## config.mk

```make
export PLATFORM = sky130hd
export DESIGN_NAME = cache_req_driver_flat
export DESIGN_NICKNAME = d
export VERILOG_FILES = /design/src/rtl/cache_req_driver_pkg.sv /design/src/rtl/cache_req_driver_if.sv /design/src/rtl/cache_req_table.sv /design/src/rtl/cache_req_driver.sv /design/src/flat_wrapper.sv
export SDC_FILE = /design/constraint.sdc
export NUM_CORES = 1
export LEC_CHECK = 0
export BUFFER_PORTS_ARGS = -buffer_cell sky130_fd_sc_hd__clkbuf_2
export CAP_MARGIN = 10
export CORE_UTILIZATION = 59
export CTS_BUF_LIST = sky130_fd_sc_hd__clkbuf_4 sky130_fd_sc_hd__clkbuf_8 sky130_fd_sc_hd__clkbuf_16
export DETAILED_ROUTE_END_ITERATION = 12
export GPL_ROUTABILITY_DRIVEN = 0
export MAX_ROUTING_LAYER = met4
export PLACE_DENSITY = 0.79
export RECOVER_POWER = 50
export SLEW_MARGIN = 20
export SYNTH_ARGS = -nofsm -noshare
export SYNTH_HDL_FRONTEND = slang
export SYNTH_SLANG_ARGS = --single-unit
export TNS_END_PERCENT = 50
```

## constraint.sdc

```tcl
create_clock -name clk -period 11 [get_ports clk]
set_input_delay 2.75 -clock clk [delete_from_list [all_inputs] [get_ports clk]]
set_output_delay 2.75 -clock clk [all_outputs]
set_load 0.01 [all_outputs]
```

## src/rtl/cache_req_driver_pkg.sv

```systemverilog
// Shared types for the cache request driver and the cache bench.
// Holds FSM states, request opcodes and the request-table entry layout.
package cache_req_driver_pkg;

  typedef enum logic [2:0] {
    ST_IDLE = 3'd0,
    ST_REQ  = 3'd1,
    ST_GAP  = 3'd2,
    ST_DONE = 3'd3,
    ST_ERR  = 3'd4
  } drv_state_e;

  localparam logic OP_READ  = 1'b0;
  localparam logic OP_WRITE = 1'b1;

  localparam int REQ_ADDR_W = 32;
  localparam int REQ_DATA_W = 32;

  // Table entry, packed MSB first as {op, addr, data}.
  typedef struct packed {
    logic                  op;
    logic [REQ_ADDR_W-1:0] addr;
    logic [REQ_DATA_W-1:0] data;
  } req_entry_t;

endpackage

```

## src/rtl/cache_req_driver_if.sv

```systemverilog
// Processor-side cache port: request strobes out, busywait and data back.
// master = request initiator (CPU / driver), slave = cache.
interface cache_req_driver_if #(
  parameter int ADDR_W = 32,
  parameter int DATA_W = 32
);
  logic [ADDR_W-1:0] address;
  logic              c_read_i;
  logic              c_wr_i;
  logic [DATA_W-1:0] wr_data;
  logic              c_busywait_o;
  logic [DATA_W-1:0] c_data_o;

  modport master (
    output address, c_read_i, c_wr_i, wr_data,
    input  c_busywait_o, c_data_o
  );

  modport slave (
    input  address, c_read_i, c_wr_i, wr_data,
    output c_busywait_o, c_data_o
  );
endinterface

```

## src/rtl/cache_req_table.sv

```systemverilog
// Request table: N_REQ x ENT_W register file, one write port, async read.
// Ports: clk, i_we/i_widx/i_wdata write side, i_ridx -> o_rdata read side.
module cache_req_table #(
  parameter int N_REQ = 8,
  parameter int IDX_W = 3,
  parameter int ENT_W = 65
) (
  input  logic             clk,
  input  logic             i_we,
  input  logic [IDX_W-1:0] i_widx,
  input  logic [ENT_W-1:0] i_wdata,
  input  logic [IDX_W-1:0] i_ridx,
  output logic [ENT_W-1:0] o_rdata
);
  // Contents deliberately survive reset so a table can be replayed.
  logic [ENT_W-1:0] r_mem [N_REQ];

  always_ff @(posedge clk) begin
    if (i_we) r_mem[i_widx] <= i_wdata;
  end

  assign o_rdata = r_mem[i_ridx];
endmodule

```

## src/rtl/cache_req_driver.sv

```systemverilog
// Replays a request table into the cache port, checks read data, counts stalls.
// Ports: clk/reset, cfg_* table load, start, bus (master), busy/done/error/counters.
module cache_req_driver
  import cache_req_driver_pkg::*;
#(
  parameter int ADDR_W  = 32,
  parameter int DATA_W  = 32,
  parameter int N_REQ   = 8,
  parameter int IDX_W   = 3,
  parameter int TIMEOUT = 64
) (
  input  logic              clk,
  input  logic              reset,
  input  logic              cfg_we,
  input  logic [IDX_W-1:0]  cfg_idx,
  input  logic              cfg_op,
  input  logic [ADDR_W-1:0] cfg_addr,
  input  logic [DATA_W-1:0] cfg_data,
  input  logic [IDX_W:0]    cfg_count,
  input  logic              start,
  cache_req_driver_if.master bus,
  output logic              busy,
  output logic              done,
  output logic              error,
  output logic [7:0]        mismatch_cnt,
  output logic [31:0]       stall_cycles
);
  localparam int ENT_W  = 1 + ADDR_W + DATA_W;
  localparam int CNT_W  = IDX_W + 1;
  localparam int WAIT_W = $clog2(TIMEOUT + 1);
  localparam logic [WAIT_W-1:0] WAIT_LAST = WAIT_W'(TIMEOUT - 1);
  localparam logic [CNT_W-1:0]  CNT_MAX   = CNT_W'(N_REQ);

  drv_state_e        r_state, w_nxt_state;
  logic [IDX_W-1:0]  r_idx, w_nxt_idx;
  logic [CNT_W-1:0]  r_cnt, w_nxt_cnt;
  logic              r_first, w_nxt_first;
  logic [WAIT_W-1:0] r_wait, w_nxt_wait;
  logic [ADDR_W-1:0] r_addr, w_nxt_addr;
  logic              r_rd, w_nxt_rd;
  logic              r_wr, w_nxt_wr;
  logic [DATA_W-1:0] r_wdata, w_nxt_wdata;
  logic              r_busy, w_nxt_busy;
  logic              r_done, w_nxt_done;
  logic              r_err, w_nxt_err;
  logic [7:0]        r_mm, w_nxt_mm;
  logic [31:0]       r_stall, w_nxt_stall;

  logic [ENT_W-1:0]  w_ent;
  logic [IDX_W-1:0]  w_ridx;
  logic              w_ent_op;
  logic [ADDR_W-1:0] w_ent_addr;
  logic [DATA_W-1:0] w_ent_data;
  logic [CNT_W-1:0]  w_cnt_clamp;
  logic [CNT_W-1:0]  w_last_idx;
  logic              w_is_last;
  logic              w_tbl_we;

  assign w_tbl_we = cfg_we && !reset && (r_state == ST_IDLE);
  assign w_ridx   = (r_state == ST_IDLE) ? '0 : r_idx;

  cache_req_table #(
    .N_REQ (N_REQ),
    .IDX_W (IDX_W),
    .ENT_W (ENT_W)
  ) u_table (
    .clk     (clk),
    .i_we    (w_tbl_we),
    .i_widx  (cfg_idx),
    .i_wdata ({cfg_op, cfg_addr, cfg_data}),
    .i_ridx  (w_ridx),
    .o_rdata (w_ent)
  );

  assign w_ent_op   = w_ent[ENT_W-1];
  assign w_ent_addr = w_ent[ADDR_W+DATA_W-1:DATA_W];
  assign w_ent_data = w_ent[DATA_W-1:0];

  // Out-of-range counts are clamped so the last-entry test always hits.
  assign w_cnt_clamp = (cfg_count > CNT_MAX) ? CNT_MAX : cfg_count;
  assign w_last_idx  = r_cnt - 1'b1;
  assign w_is_last   = ({1'b0, r_idx} == w_last_idx);

  always_ff @(posedge clk) begin
    if (reset) r_state <= ST_IDLE;
    else       r_state <= w_nxt_state;
  end

  always_comb begin
    w_nxt_state = r_state;
    w_nxt_idx   = r_idx;
    w_nxt_cnt   = r_cnt;
    w_nxt_first = 1'b0;
    w_nxt_wait  = r_wait;
    w_nxt_addr  = '0;
    w_nxt_rd    = 1'b0;
    w_nxt_wr    = 1'b0;
    w_nxt_wdata = '0;
    w_nxt_busy  = r_busy;
    w_nxt_done  = 1'b0;
    w_nxt_err   = r_err;
    w_nxt_mm    = r_mm;
    w_nxt_stall = r_stall;
    unique case (r_state)
      ST_IDLE: begin
        w_nxt_busy = 1'b0;
        if (start) begin
          w_nxt_idx   = '0;
          w_nxt_cnt   = w_cnt_clamp;
          w_nxt_mm    = '0;
          w_nxt_stall = '0;
          w_nxt_err   = 1'b0;
          if (cfg_count == '0) begin
            w_nxt_state = ST_DONE;
            w_nxt_done  = 1'b1;
          end else begin
            w_nxt_state = ST_REQ;
            w_nxt_busy  = 1'b1;
            w_nxt_first = 1'b1;
            w_nxt_wait  = '0;
            w_nxt_addr  = w_ent_addr;
            w_nxt_rd    = (w_ent_op == OP_READ);
            w_nxt_wr    = (w_ent_op == OP_WRITE);
            w_nxt_wdata = (w_ent_op == OP_WRITE) ? w_ent_data : '0;
          end
        end
      end
      ST_REQ: begin
        w_nxt_addr  = r_addr;
        w_nxt_rd    = r_rd;
        w_nxt_wr    = r_wr;
        w_nxt_wdata = r_wdata;
        if (bus.c_busywait_o) begin
          if (r_stall != '1) w_nxt_stall = r_stall + 32'd1;
          if (r_wait == WAIT_LAST) begin
            w_nxt_state = ST_ERR;
            w_nxt_err   = 1'b1;
            w_nxt_busy  = 1'b0;
            w_nxt_addr  = '0;
            w_nxt_rd    = 1'b0;
            w_nxt_wr    = 1'b0;
            w_nxt_wdata = '0;
          end else begin
            w_nxt_wait = r_wait + 1'b1;
          end
        end else if (!r_first) begin
          // The cache may raise busywait one cycle late, so the
          // entry edge is skipped and only later idle edges complete.
          if (r_rd && (bus.c_data_o != w_ent_data) && (r_mm != '1))
            w_nxt_mm = r_mm + 8'd1;
          w_nxt_addr  = '0;
          w_nxt_rd    = 1'b0;
          w_nxt_wr    = 1'b0;
          w_nxt_wdata = '0;
          if (w_is_last) begin
            w_nxt_state = ST_DONE;
            w_nxt_done  = 1'b1;
            w_nxt_busy  = 1'b0;
          end else begin
            w_nxt_state = ST_GAP;
            w_nxt_idx   = r_idx + 1'b1;
          end
        end
      end
      ST_GAP: begin
        w_nxt_state = ST_REQ;
        w_nxt_first = 1'b1;
        w_nxt_wait  = '0;
        w_nxt_addr  = w_ent_addr;
        w_nxt_rd    = (w_ent_op == OP_READ);
        w_nxt_wr    = (w_ent_op == OP_WRITE);
        w_nxt_wdata = (w_ent_op == OP_WRITE) ? w_ent_data : '0;
      end
      ST_DONE: begin
        w_nxt_state = ST_IDLE;
        w_nxt_busy  = 1'b0;
      end
      ST_ERR: begin
        w_nxt_state = ST_IDLE;
        w_nxt_busy  = 1'b0;
      end
      default: begin
        w_nxt_state = ST_IDLE;
      end
    endcase
  end

  always_ff @(posedge clk) begin
    if (reset) begin
      r_idx   <= '0;
      r_cnt   <= '0;
      r_first <= 1'b0;
      r_wait  <= '0;
      r_addr  <= '0;
      r_rd    <= 1'b0;
      r_wr    <= 1'b0;
      r_wdata <= '0;
      r_busy  <= 1'b0;
      r_done  <= 1'b0;
      r_err   <= 1'b0;
      r_mm    <= '0;
      r_stall <= '0;
    end else begin
      r_idx   <= w_nxt_idx;
      r_cnt   <= w_nxt_cnt;
      r_first <= w_nxt_first;
      r_wait  <= w_nxt_wait;
      r_addr  <= w_nxt_addr;
      r_rd    <= w_nxt_rd;
      r_wr    <= w_nxt_wr;
      r_wdata <= w_nxt_wdata;
      r_busy  <= w_nxt_busy;
      r_done  <= w_nxt_done;
      r_err   <= w_nxt_err;
      r_mm    <= w_nxt_mm;
      r_stall <= w_nxt_stall;
    end
  end

  assign bus.address   = r_addr;
  assign bus.c_read_i  = r_rd;
  assign bus.c_wr_i    = r_wr;
  assign bus.wr_data   = r_wdata;
  assign busy          = r_busy;
  assign done          = r_done;
  assign error         = r_err;
  assign mismatch_cnt  = r_mm;
  assign stall_cycles  = r_stall;
endmodule

```

## src/flat_wrapper.sv

```systemverilog
// flat-port wrapper written by rule: the top's interface ports become plain ports
module cache_req_driver_flat import cache_req_driver_pkg::*;
#(
  parameter int ADDR_W  = 32,
  parameter int DATA_W  = 32,
  parameter int N_REQ   = 8,
  parameter int IDX_W   = 3,
  parameter int TIMEOUT = 64
)
  (clk, reset, cfg_we, cfg_idx, cfg_op, cfg_addr, cfg_data, cfg_count, start, busy, done, error, mismatch_cnt, stall_cycles, bus_address, bus_c_read_i, bus_c_wr_i, bus_wr_data, bus_c_busywait_o, bus_c_data_o);
  cache_req_driver_if #(.ADDR_W(ADDR_W), .DATA_W(DATA_W)) bus_i ();
  input  logic clk;
  input  logic reset;
  input  logic cfg_we;
  input  logic [IDX_W-1:0] cfg_idx;
  input  logic cfg_op;
  input  logic [ADDR_W-1:0] cfg_addr;
  input  logic [DATA_W-1:0] cfg_data;
  input  logic [IDX_W:0] cfg_count;
  input  logic start;
  output logic busy;
  output logic done;
  output logic error;
  output logic [7:0] mismatch_cnt;
  output logic [31:0] stall_cycles;
  output wire logic [$bits(bus_i.address)-1:0] bus_address;
  output wire logic [$bits(bus_i.c_read_i)-1:0] bus_c_read_i;
  output wire logic [$bits(bus_i.c_wr_i)-1:0] bus_c_wr_i;
  output wire logic [$bits(bus_i.wr_data)-1:0] bus_wr_data;
  input wire logic [$bits(bus_i.c_busywait_o)-1:0] bus_c_busywait_o;
  input wire logic [$bits(bus_i.c_data_o)-1:0] bus_c_data_o;
  assign bus_address = bus_i.address;
  assign bus_c_read_i = bus_i.c_read_i;
  assign bus_c_wr_i = bus_i.c_wr_i;
  assign bus_wr_data = bus_i.wr_data;
  assign bus_i.c_busywait_o = bus_c_busywait_o;
  assign bus_i.c_data_o = bus_c_data_o;
  cache_req_driver #(.ADDR_W(ADDR_W), .DATA_W(DATA_W), .N_REQ(N_REQ), .IDX_W(IDX_W), .TIMEOUT(TIMEOUT)) u_core (.clk(clk), .reset(reset), .cfg_we(cfg_we), .cfg_idx(cfg_idx), .cfg_op(cfg_op), .cfg_addr(cfg_addr), .cfg_data(cfg_data), .cfg_count(cfg_count), .start(start), .bus(bus_i), .busy(busy), .done(done), .error(error), .mismatch_cnt(mismatch_cnt), .stall_cycles(stall_cycles));
endmodule
```

==> results.py <==
metrics = {
    "floorplanning": {
        "dieArea_um2": 44350,
        "num_rows": 76,
        "io_pins": 218,
        "die_w_um": 210.6,
        "coreArea_um2": 42980,
        "start_util_pct": 59.73,
        "die_h_um": 210.6,
    },
    "worst_setup_path": {
        "worstSetupPathType": "primary input to flop",
        "cpMostUsedCell": "clkbuf_1",
        "end_kind": "flop",
        "crit_path_start_kind": "primary input",
        "r2r.worst_path.cells": 10,
        "r2r_end": "u_core.mismatch_cnt[0]",
        "timing.rr.start": "u_core.r_state[0]",
        "r2r_slack_ps": 5980,
        "crit_path_max_incr_delay_ps": 2600,
        "path_cells": "clkbuf_1 -> clkbuf_1 -> nor2_1 -> nand3_1 -> o211ai_1",
        "required_ps": 11430,
        "worstPathArrival_ps": 7470,
        "worstPathMaxFanout": 70,
        "slowest_stage": "clkbuf_1",
        "startpoint": "reset",
    },
    "drt": {
        "ant_nets": 0,
        "via_per_inst": 6.196,
        "drc": 0,
        "drt_wl_total_um": 60890,
        "dr_total_vias": 16350,
        "routedWlPerCell_um": 23.08,
        "dr.pass1.iters": 6,
        "drt_iter0_drc": 1752,
    },
    "worst_hold_path": {
        "hp-class": "flop to flop",
        "holdPathStages": 2,
        "hold-path-endpoint": "u_core.bus.address[5]",
        "min-delay-start": "u_core.bus.address[5]",
    },
    "finish": {
        "multi_input_area_um2": 7082,
        "nets": 2105,
        "layout_common_cells": "edfxtp_1, clkbuf_1, nand2_1",
        "n_fill_cell": 2974,
        "layout-drive-gt1-share_pct": 12.33,
        "area_growth_pct": 14.51,
        "regArea_um2": 18160,
        "final_common_cell": "edfxtp_1",
    },
    "yosys": {
        "synth-simple-area-share_pct": 8.534,
        "synth_seq_cells": 647,
        "synth_edf_count": 520,
        "synthAdderAreaFrac_pct": 0.2437,
        "ys.flop_type": "edfxtp_1",
        "synth_cell_types": 53,
        "synth_xor_xnor_area_share_pct": 2.115,
        "netlist_area_um2": 25670,
        "synth_top_family_by_area": "compound AO/OA/AOI/OAI gates",
        "synth.avg_cell_area_um2": 14.25,
        "synth_mux_area_share_pct": 5.629,
        "yosys_warnings": 0,
        "synth_compound_area_share_pct": 10.64,
        "async_reset_ff_share_pct": 0,
        "synth_nets": 1916,
        "seq_area_frac_synth_pct": 70.72,
        "netlist_instances": 1802,
    },
    "global_route": {
        "grt_pass1_vias": 15810,
        "grt_pass1_wl_um": 91110,
        "grt-ovfl-total": 0,
        "grt_max_degree": 127,
        "gr-usage-all-layers_pct": 28.10,
        "grt_antenna_before_repair": 9,
    },
    "pwr": {
        "leakagePower_nw": 9.386,
        "pwr-share-clk_pct": 44.1,
        "seqPwrFrac_pct": 51.1,
        "vdd_drop_max_uv": 123.2,
        "p_comb_share_pct": 4.8,
        "powerDensity_nw_per_um2": 179.9,
        "p_total_w": 0.005288,
        "internal_power_w": 0.004180,
        "p_sw_share_pct": 20.95,
        "p_sw_w": 0.001108,
    },
    "clock_tree": {
        "clock_tree.root_cell": "clkbuf_16",
        "postCtsSetupBuffers": 0,
        "path_clk_slew_ps": 60,
        "cts_tree": "yes",
        "cts_buffers": 66,
        "worst_skew_pair.late_latency_ps": 580,
        "cts_sinks": 647,
        "cts_resized": 0,
        "cts_max_path_buffers": 3,
        "holdBufCountCts": 0,
        "htreeDepth": 3,
    },
    "timing": {
        "clock_skew_ps": 26.83,
        "final.setup.tns_ps": 0,
        "drv_slew": 71,
        "rsz0062_at_grt": "false",
        "fmax_ghz": 0.1420,
        "relSlewSlack_pct": -140.3,
        "period_needed_ps": 7044,
        "min_period_over_period_pct": 64.04,
        "hold_violations": 0,
        "tightest_slew_ps": 3605,
        "finalSetupViolCount": 0,
    },
    "placed_design": {
        "dp_hpwl_um": 33290,
        "io_buffers": 217,
    },
    "status": {
        "violations": "max-capacitance violations, max-slew violations",
        "outcome": "finished with violations",
    },
    "run": {
        "maxCapViolCount": 1,
    },
}
flip-flops by register name (all words and copies together) (netlist names):
| name | cells |
|---|---|
| u_core.u_table.r_mem | 520 |
| u_core.bus.address | 32 |
| u_core.bus.wr_data | 32 |
| u_core.stall_cycles | 32 |
| u_core.mismatch_cnt | 8 |
| u_core.r_wait | 7 |
| u_core.r_cnt | 4 |
| u_core.r_idx | 3 |
| u_core.r_state | 3 |
| u_core.bus.c_read_i | 1 |
| u_core.bus.c_wr_i | 1 |
| u_core.busy | 1 |
| u_core.done | 1 |
| u_core.error | 1 |
| u_core.r_first | 1 |
worst max-delay path by stage:
stage                                       end  slack (ps)  depth (start not counted)
floorplan            u_core.u_table.r_mem[0][0]        2420                          3
global placement    u_core.u_table.r_mem[2][49]        5410                          4
detailed placement  u_core.u_table.r_mem[2][47]        5390                          4
CTS                 u_core.u_table.r_mem[2][42]        5970                          4
global route             u_core.mismatch_cnt[3]        3670                          5
finish                   u_core.mismatch_cnt[3]        3960                          5
critical path: cells and delay by family:
kind | cells | cell delay [ps]
AOI/OAI and AO/OA | 1 | 110
buffers and inverters | 2 | 3530
and+or+nand+nor | 2 | 1040
cells in the mapped netlist (8+ instances only):
cell type	n	share of area, %
edfxtp_1	520	61
inv_1	8	0.12
dfxtp_1	127	9.9
buf_1	8	0.12
xnor2_1	47	1.6
nand3_1	28	0.55
nor4_1	11	0.27
mux2i_1	69	2.7
or3_1	15	0.37
buf_2	14	0.27
o21ai_0	76	1.5
nand4_1	10	0.24
nor2_1	93	1.4
nand2_1	143	2.1
a22oi_1	13	0.38
mux4_2	33	2.9
a21oi_1	122	2.4
clkbuf_1	93	1.4
nor2b_1	65	1.6
nor3_1	41	0.80
a22oi_2	20	0.97
o2bb2ai_1	32	1.1
xor2_1	15	0.51
a211oi_1	94	2.7
a311oi_1	31	1.1
area by class of cell:
| type | count | area share [%] |
|---|---|---|
| inverters | 8 | 0.1021 |
| diodes | 9 | 0.07661 |
| clock inverters | 32 | 1.264 |
| flip-flops and latches | 647 | 61.78 |
| clock buffers | 89 | 6.546 |
| multi-input cells | 1026 | 24.09 |
| repair buffers | 242 | 3.656 |
| well taps | 585 | 2.490 |
metal layers:
metal,GRT usage (%),part of all wire (%)
met2,44.20,49
met4,10.54,2.8
met1,36.62,40
met5,-,0
met3,5.393,8.7
metrics by stage:
stage | area (um^2) | cells | worst slack [ps] | util (%) | hold slack [ps]
5_1_grt | 29400 | 2638 | 3672 | 68.40 | 465.4
4_1_cts | 29580 | 2628 | 5965 | 68.82 | 446.6
3_3_place_gp | 27280 | 2507 | 5411 | 63.48 | 418.3
2_1_floorplan | 25670 | 1802 | 2425 | - | 410.2
3_5_place_dp | 27280 | 2507 | 5390 | 63.48 | 434.8
6_report | 29400 | 2638 | 3956 | 68.40 | 448.8
power by group through the flow:
stage / logic (W) / clock network [W] / registers, W
floorplan: 0.000146 / 0 / 0.00275
global placement: 0.000246 / 0 / 0.00275
detailed placement: 0.000254 / 0 / 0.00275
CTS: 0.000256 / 0.00235 / 0.00270
global route: 0.000271 / 0.00245 / 0.00270
finish: 0.000253 / 0.00233 / 0.00270
logic make-up (layout without fill, tap and decap cells):
group	count (synthesis)	after routing
other	0	9
xor gates and xnor gates	62	62
muxes	103	103
DFF	647	647
AOI/OAI and AO/OA	406	406
and+or+nand+nor	450	450
adders and majority gates	5	5
buffers and inverters	129	371
Note: power is estimated with default switching activity, not from simulation.
